<file path="src/rtl/ssd_decoder.sv">
// Recovers the digit values shown on a multiplexed, active-low 7-segment display and presents them as complete BCD frames.
// Latency: a capture lands STABLE_CYCLES edges after the inputs settle, and the frame snapshot is registered on the edge that captures the last position.
// Backpressure: out_valid/out_digits hold until out_ready; captures keep accumulating, and a second full frame sets err_overrun.
module ssd_decoder #(
    parameter int NUM_DIGITS    = 4,
    parameter int STABLE_CYCLES = 4
) (
    input  logic                    clk,
    input  logic                    rst_n,
    input  logic [NUM_DIGITS-1:0]   an_in,
    input  logic [6:0]              seg_in,
    input  logic                    out_ready,
    input  logic                    err_clr,
    output logic                    out_valid,
    output logic [4*NUM_DIGITS-1:0] out_digits,
    output logic [NUM_DIGITS-1:0]   digit_valid,
    output logic                    err_pattern,
    output logic                    err_overrun
);
    localparam int SW = NUM_DIGITS + 7;

    typedef enum logic [0:0] {COLLECT, PRESENT} state_t;

    state_t                  state_q;
    logic [SW-1:0]           samp_q, prev_q;
    logic [7:0]              cnt_q;
    logic [3:0]              pos_q [NUM_DIGITS];
    logic [3:0]              pos_d [NUM_DIGITS];
    logic [NUM_DIGITS-1:0]   mask_q, mask_d;
    logic [NUM_DIGITS-1:0]   dv_q, dv_d;
    logic [4*NUM_DIGITS-1:0] snap_d, out_digits_q;
    logic                    out_valid_q, err_pat_q, err_ovr_q;

    logic [NUM_DIGITS-1:0]   sel;
    logic [3:0]              dec_val;
    logic                    dec_ok, one_hot, stable_hit, cap, cap_ok, cap_bad, full, ovr_set;

    // The capture fires exactly once per window: when the counter steps into saturation.
    assign stable_hit = (samp_q == prev_q) && (cnt_q == 8'(STABLE_CYCLES - 2));
    assign sel        = ~samp_q[SW-1:7];
    assign one_hot    = (sel != '0) && ((sel & (sel - NUM_DIGITS'(1))) == '0);
    assign cap        = stable_hit && one_hot;
    assign cap_ok     = cap && dec_ok;
    assign cap_bad    = cap && !dec_ok;

    always_comb begin
        dec_ok  = 1'b1;
        dec_val = 4'd0;
        case (samp_q[6:0])
            7'h40: dec_val = 4'd0;
            7'h79: dec_val = 4'd1;
            7'h24: dec_val = 4'd2;
            7'h30: dec_val = 4'd3;
            7'h19: dec_val = 4'd4;
            7'h12: dec_val = 4'd5;
            7'h02: dec_val = 4'd6;
            7'h78: dec_val = 4'd7;
            7'h00: dec_val = 4'd8;
            7'h10: dec_val = 4'd9;
            default: dec_ok = 1'b0;
        endcase
    end

    always_comb begin
        mask_d = mask_q | (cap_ok ? sel : '0);
        dv_d   = dv_q;
        snap_d = '0;
        for (int i = 0; i < NUM_DIGITS; i++) begin
            pos_d[i] = pos_q[i];
            if (cap_ok && sel[i]) pos_d[i] = dec_val;
            if (cap && sel[i])    dv_d[i]  = dec_ok;
            snap_d[4*i +: 4] = pos_d[i];
        end
    end

    assign full    = &mask_d;
    assign ovr_set = (state_q == PRESENT) && !out_ready && full && !(&mask_q);

    always_ff @(posedge clk or negedge rst_n) begin
        if (!rst_n) begin
            samp_q <= '1;
            prev_q <= '1;
            cnt_q  <= '0;
        end else begin
            samp_q <= {an_in, seg_in};
            prev_q <= samp_q;
            if (samp_q != prev_q)
                cnt_q <= '0;
            else if (cnt_q != 8'(STABLE_CYCLES - 1))
                cnt_q <= cnt_q + 8'd1;
        end
    end

    always_ff @(posedge clk or negedge rst_n) begin
        if (!rst_n) begin
            state_q      <= COLLECT;
            mask_q       <= '0;
            dv_q         <= '0;
            out_digits_q <= '0;
            out_valid_q  <= 1'b0;
            err_pat_q    <= 1'b0;
            err_ovr_q    <= 1'b0;
            for (int i = 0; i < NUM_DIGITS; i++) pos_q[i] <= 4'd0;
        end else begin
            for (int i = 0; i < NUM_DIGITS; i++) pos_q[i] <= pos_d[i];
            dv_q      <= dv_d;
            err_pat_q <= cap_bad | (err_pat_q & ~err_clr);
            err_ovr_q <= ovr_set | (err_ovr_q & ~err_clr);
            case (state_q)
                COLLECT: begin
                    if (full) begin
                        out_digits_q <= snap_d;
                        mask_q       <= '0;
                        out_valid_q  <= 1'b1;
                        state_q      <= PRESENT;
                    end else begin
                        mask_q <= mask_d;
                    end
                end
                PRESENT: begin
                    if (out_ready && full) begin
                        out_digits_q <= snap_d;
                        mask_q       <= '0;
                    end else if (out_ready) begin
                        mask_q      <= mask_d;
                        out_valid_q <= 1'b0;
                        state_q     <= COLLECT;
                    end else begin
                        // A full mask is held so the pending frame is reloaded on the next accept.
                        mask_q <= mask_d;
                    end
                end
                default: state_q <= COLLECT;
            endcase
        end
    end

    assign out_valid   = out_valid_q;
    assign out_digits  = out_digits_q;
    assign digit_valid = dv_q;
    assign err_pattern = err_pat_q;
    assign err_overrun = err_ovr_q;
endmodule

</file>
<file path="config.mk">
export PLATFORM = sky130hd
export DESIGN_NAME = ssd_decoder
export DESIGN_NICKNAME = d
export VERILOG_FILES = /design/src/rtl/ssd_decoder.sv
export SDC_FILE = /design/constraint.sdc
export NUM_CORES = 1
export LEC_CHECK = 0
export ABC_AREA = 1
export CAP_MARGIN = 20
export CORE_UTILIZATION = 50
export CTS_CLUSTER_DIAMETER = 200
export DETAILED_ROUTE_END_ITERATION = 8
export GPL_TIMING_DRIVEN = 0
export PLACE_DENSITY = 0.76
export RECOVER_POWER = 25
export SYNTH_ARGS = -nofsm -noshare
export SYNTH_HDL_FRONTEND = slang
export SYNTH_SLANG_ARGS = --single-unit
</file>
<file path="constraint.sdc">
create_clock -name clk -period 2.1 [get_ports clk]
set_clock_uncertainty 0.15 [all_clocks]
set_input_delay 0.525 -clock clk [delete_from_list [all_inputs] [get_ports clk]]
set_output_delay 0.525 -clock clk [all_outputs]
set_load 0.005 [all_outputs]
</file>
==> results.md, run 1 <==
* Status: finished, violations left
* Reg power frac at 54.0%
* Setup Total Neg Slack at -6.43 ns
* Num CTS Buffers at 9
* Clock Latency Late Sink at ~0.35 ns
* Tot GR Track Use at between 20% and 30%
* Critical path's top delay family: simple AND/OR/NAND/NOR gates
* Die area at 6660 um2
* Slowest-stage cell, CP: dfstp_2
* Starting Density at 52.6%
* # setup viols final at 24
* DP Worst Slack at -0.505 ns
* Crit path DAT at 2.54 ns
* Mean area per synthesized cell at a little over 9 um2
* Filler Cells Inserted at 431
* Cell Int Power at 2.13 mW
* Final hold violation count at 0
* Root Driver: clkbuf_8
* Utilization after layout at 71.4%
* R2R Path Start: samp_q[3]
* CTS clk-pin slew, worst paths at 0.07 ns
* Final ANT Viol Nets at 0
* Sequential share of the synthesized area at 59.3%
* CTS tree: done
* Worst EP required at 2.19 ns
* Ys flop type: dfrtp_1
* CP max FO at 5
* Switching pwr at 0.632 mW
* R2r setup slk at -0.35 ns
* Final setup margin at -0.349 ns
* Final Power at 2.76 mW
* Number of flops mapped to enable cells by yosys at 0
* Top cells by area in the synthesized netlist: dfrtp_1 (41%), dfstp_2 (18%), nand2_1 (14%)
* Peak VDD IR at between 0.4 and 0.5 mV
* Mapped Nets at 361
* Pleak at approximately 2.0 nW
* DR WL/cell at 14.6 um
* Initial DRC count at 192
* Clock share of power at 40.3%
* Slew Viols, Final at 0
* 1st-pass router iterations at 4
* Syn. warnings at 0
* WHS at 0.133 ns
* IO buf count at 37
* Post-synth ARST share at 100%
* Share of power burned in combinational logic at 5.7%
* Routed WL at 7260 um
* FMAX at 408 MHz
* Longest Clk Path Bufs at 2
* Hpwl dp at 4110 um
* Tmin final at between 2 and 2.5 ns
* Worst-path cell chain: inv_1, nor2_1, nand3_2, nand2_2, nor2_4, nand3_4, nand3_4, nand2_4, nand2_4, nor2_4, nand2_4, clkbuf_16, nand2_1, nand2_1
* Failing checks: setup timing
* CP Launch Type: register
* Vias at 2567
* Chip Width at slightly above 80 um
* Switching part of the total at 22.9%
* Largest net degree at the start of global routing at 75
* Yosys top cell area share at 41.0%
* Io pins at 38
* Area Growth Syn to Fin at 35.8%
* # DRC at 0
* First-pass GRT wire length at about 11000 um
* # rows at 28
* Die height at 81.6 um
* Relative slew slack at 39.2%
* H-tree levels at 3
* Layout cells sized above 1 at 29.1%
* Post-synth top cells: nand2_1 (116), dfrtp_1 (52), inv_1 (25), nand3_1 (25), nor2_1 (25)
* Crit path kind: register to register
* P per Cell Area at 642 nW/um2
* Via density at 5.15
* CTS Hold Bufs at 0
* Netlist cell types at 31
* FF+latch count, synth at 74
* Antenna Diode Count at 0
* Synth area leader: dfrtp_1
* Count leader, synth: nand2_1
* Fin crit share at 117%
* FF-to-FF path depth at 14
* Worst Tran Pin Value at 0.912 ns
* Final nets at 435
* RSZ-0062 raised after global routing: true
* FF-to-FF End: out_digits[10]
* Most frequent CP cell: nand2_4
* Clock sinks at 74
* Final GP Congestion at between 0.7 and 0.8
* Post-synthesis cell count at 344
* Critical Path End Type: register
* MaxCap Viol Count at 0
* Initial antenna violation count at 0
* Worst path bufs/invs at 2
* Post-Syn Area at 3170 um2
* Core box area at about 6000 um2
* Worst hold path class: input pin to async pin
* GRT Residual Overflow at 0
* Worst path max stage delay at 0.58 ns
* Vias in the first global route at around 2400
==> worst register-to-register path, delay by kind of cell, from the launching register on <==
family / cells / cell delay, ns
buffers and inverters: 2 / 0.27
flip-flops: 1 / 0.58
AND/OR/NAND/NOR: 12 / 1.34
==> power groups by stage <==
stage	combinational [mW]	sequential (mW)	clock (mW)
2_1_floorplan	0.0559	1.51	0
5_1_grt	0.174	1.49	1.18
4_1_cts	0.133	1.49	1.12
3_3_place_gp	0.119	1.51	0
6_report	0.157	1.49	1.11
3_5_place_dp	0.122	1.52	0
==> repair_timing <==
action,in CTS,in global routing
endpoints found under the setup margin,35,41
buffers inserted,14,11
cloned,0,1
pin swaps,5,13
gates resized for setup,17,51
==> routing by layer <==
metal  wire length [um]  track usage [%]  up-vias
li1                   -                -     1241
met1               3020             29.5     1224
met2               3670             37.7       79
met5                  0                0        -
met3                336             4.78       23
met4                225             12.8        0
==> cells in the final DEF, fill, tap and decap left out, drive strengths merged <==
cell type / netlist / layout
nand2: 122 / 122
dfrtp: 52 / 52
clkdlybuf4s50: 0 / 36
nor2: 33 / 33
inv: 30 / 30
buf: 3 / 29
nand3: 27 / 27
dfstp: 22 / 22
clkbuf: 2 / 18
o21ai: 17 / 17
nand4: 6 / 6
xor2: 5 / 5
a21oi: 5 / 5
nor3: 4 / 4
a21boi: 4 / 4
xnor2: 4 / 4
nor3b: 2 / 2
ha: 2 / 2
or2: 1 / 1
o31ai: 1 / 1
nor4: 1 / 1
a31oi: 1 / 1
clkinv: 0 / 1
==> state kept, by name, summed over array words and instances (netlist names) <==
register,flops
out_digits,16
pos_q,16
prev_q,11
samp_q,11
cnt_q,8
digit_valid,4
mask_q,4
err_overrun,1
err_pattern,1
out_valid,1
state_q,1
==> metrics by stage <==
step           std cells  instance area (um2)
2_1_floorplan        344                 3190
3_3_place_gp         456                 3650
3_5_place_dp         456                 3650
4_1_cts              486                 4060
5_1_grt              498                 4300
6_report             498                 4300
==> area by class of cell <==
class	count	area, um2	area share, %
repair buffers	63	619	14.4
plain buffers	5	45.0	1.05
inverters	30	113	2.62
clock buffers	15	198	4.59
multi-input cells	235	1350	31.4
clock inverters	1	5.00	0.116
well taps	75	93.8	2.18
flip-flops and latches	74	1880	43.7
==> worst max path at each step <==
stage	to	slack (ns)	start	cells past startpoint
final	out_digits[10]	-0.35	samp_q[3]	14
after global routing	out_digits[11]	-0.46	samp_q[0]	15
after CTS	out_digits[13]	-0.24	samp_q[4]	14
after detailed placement	out_digits[13]	-0.50	samp_q[6]	14
after global placement	out_digits[4]	-2.05	rst_n	1
after floorplan	out_digits[6]	-0.17	samp_q[2]	13
==> logic make-up after synthesis <==
logic type,synth area share [%]
AOI/OAI and AO/OA,4.97
xor gates and xnor gates,2.49
adders and majority gates,0.789
buffers and inverters,4.85
DFF,59.3
and+or+nand+nor,27.6
No activity file was read; power rests on OpenSTA's default activity.
==> run 2, diff against run 1 <==
CORE_MARGIN = 2   (was not set)
==> results.md, run 2 (synthesis gave the netlist of run 1 again) <==
* Status: finished, violations left
* Failing checks: capacitance limit, slew limit, setup timing
* WHS at 0.248 ns (+0.116 ns)
* Core box area at 6240 um2 (+3.6%)
* Antenna Diode Count at 0 (unchanged)
* Final hold violation count at 0 (unchanged)
* Initial DRC count at 154 (-20%)
* Worst hold path class: register to register
* Critical Path End Type: register
* CP Launch Type: register
* CP max FO at 10 (+5)
* Initial antenna violation count at 0 (unchanged)
* Final GP Congestion at 0.807 (+1.2%)
* Worst-path cell chain: nand2_2, xor2_2, nand4_2, nor2_4, buf_6, nand3_4, nand2_4, nand2_4, nor2_4, nand2_4, buf_6, nand2_1, nand2_1
* Tot GR Track Use at 19.9% (-3.4 points)
* Slowest-stage cell, CP: dfstp_2
* Hpwl dp at 4190 um (+1.9%)
* Starting Density at 50.8% (-1.8 points)
* MaxCap Viol Count at 1 (+1)
* Pleak at 1.99 nW (-2.3%)
* DR WL/cell at 14.5 um (-0.64%)
* Routed WL at 7150 um (-1.4%)
* 1st-pass router iterations at 4 (unchanged)
* Critical path's top delay family: simple AND/OR/NAND/NOR gates
* Slew Viols, Final at 75 (+75)
* Worst path max stage delay at 0.60 ns (+0.02 ns)
* Worst path bufs/invs at 2 (unchanged)
* Vias at 2547 (-0.78%)
* Longest Clk Path Bufs at 2 (unchanged)
* # rows at 29 (+3.6%)
* Most frequent CP cell: nand2_4
* Area Growth Syn to Fin at 32.6%
* CTS Hold Bufs at 0 (unchanged)
* Die area at 6990 um2 (+5.0%)
* # setup viols final at 37 (+54%)
* Setup Total Neg Slack at -7.76 ns (-1.34 ns)
* GRT Residual Overflow at 0 (unchanged)
* CTS tree: done
* Final nets at 430 (-1.1%)
* Worst EP required at 2.19 ns (about the same)
* Crit path DAT at 2.55 ns (about the same)
* Relative slew slack at -19.9% (-59 points)
* Vias in the first global route at 2350 (-1.9%)
* Tmin final at 2.46 ns (+0.0126 ns)
* Chip Width at 83.6 um (+2.5%)
* Die height at 83.6 um (+2.5%)
* # DRC at 0 (unchanged)
* Commonest cells after routing, fill and taps aside: nand2_1 (97), dfrtp_1 (51), clkdlybuf4s50_1 (25), inv_1 (23), nor2_1 (22)
* CTS clk-pin slew, worst paths at 0.07 ns (about the same)
* Via density at 5.16 (about the same)
* Largest net degree at the start of global routing at 75 (unchanged)
* Worst Tran Pin Value at 1.80 ns (+0.887 ns)
* Num CTS Buffers at 9 (unchanged)
* IO buf count at 37 (unchanged)
* Utilization after layout at 67.4% (-4.0 points)
* First-pass GRT wire length at 11000 um (-3.3%)
* Crit path kind: register to register
* P per Cell Area at 606 nW/um2 (-5.6%)
* Final ANT Viol Nets at 0 (unchanged)
* Layout cells sized above 1 at 29.7% (+0.66 points)
* FMAX at 406 MHz (-0.51%)
* Fin crit share at 117% (+0.60 points)
* DP Worst Slack at -0.506 ns (-0.00107 ns)
* RSZ-0062 raised after global routing: true
* Root Driver: clkbuf_8
* H-tree levels at 3 (unchanged)
* Clock sinks at 74 (unchanged)
* Clock Latency Late Sink at 0.35 ns (about the same)
* Final setup margin at -0.362 ns (-0.0126 ns)
* Io pins at 38 (unchanged)
* Peak VDD IR at 0.524 mV (+19%)
* Most common cell after layout, fill and taps aside: nand2_1
## run 2: timing repair
action                                  CTS  global route
endpoints found under the setup margin   30            44
gates cloned                              1             0
resized for setup                        26            43
pin swaps                                 5            10
setup buffers                            16             5
## run 2: area by class of cell
cell class | instances | area (um2)
sequential | 74 | 1880
inverter | 30 | 113
clock inverter | 4 | 20.0
buffer | 5 | 41.3
timing repair buffer | 57 | 543
tap | 77 | 96.3
fill | 465 | 2040
clock buffer | 11 | 131
multi-input combinational | 236 | 1380
## run 2: worst reg2reg max path, stage by stage, from the launching register on
cell and delay, ns:
dfstp_2 0.60, nand2_2 0.09, xor2_2 0.20, nand4_2 0.20, nor2_4 0.23, buf_6 0.13, nand3_4 0.10, nand2_4 0.11
nand2_4 0.05, nor2_4 0.17, nand2_4 0.08, buf_6 0.15, nand2_1 0.06, nand2_1 0.05
## run 2: stage by stage
stage / total power, mW / cell area (um2) / std cells
6_report: 2.55 / 4210 / 494
2_1_floorplan: 1.57 / 3190 / 344
4_1_cts: 2.54 / 4050 / 490
3_3_place_gp: 1.63 / 3660 / 458
5_1_grt: 2.66 / 4210 / 494
3_5_place_dp: 1.64 / 3650 / 458
## run 2: final timing paths
kind	startpoint	endpoint	slack (ns)	cells past startpoint
max in group asynchronous	rst_n	cnt_q[0]	0.15	1
min reg2reg	samp_q[9]	prev_q[9]	0.25	0
min in group asynchronous	rst_n	cnt_q[7]	0.48	1
max reg2reg	samp_q[10]	out_digits[6]	-0.36	13
min	samp_q[9]	prev_q[9]	0.25	0
max	samp_q[10]	out_digits[6]	-0.36	13
## run 2: per-layer routing
| layer | GRT usage (%) | vias to the layer above | wire length (um) |
|---|---|---|---|
| met2 | 30.5 | 68 | 3570 |
| met1 | 27.5 | 1232 | 3120 |
| met4 | 9.38 | 0 | 125 |
| met5 | 0 | - | 0 |
| li1 | - | 1235 | - |
| met3 | 4.06 | 12 | 337 |
## run 2: power breakdown
group          switching (mW)  internal (mW)  leakage (nW)
sequential             0.0254           1.47         0.955
clock                   0.499          0.415        0.0827
combinational          0.0875         0.0542         0.950
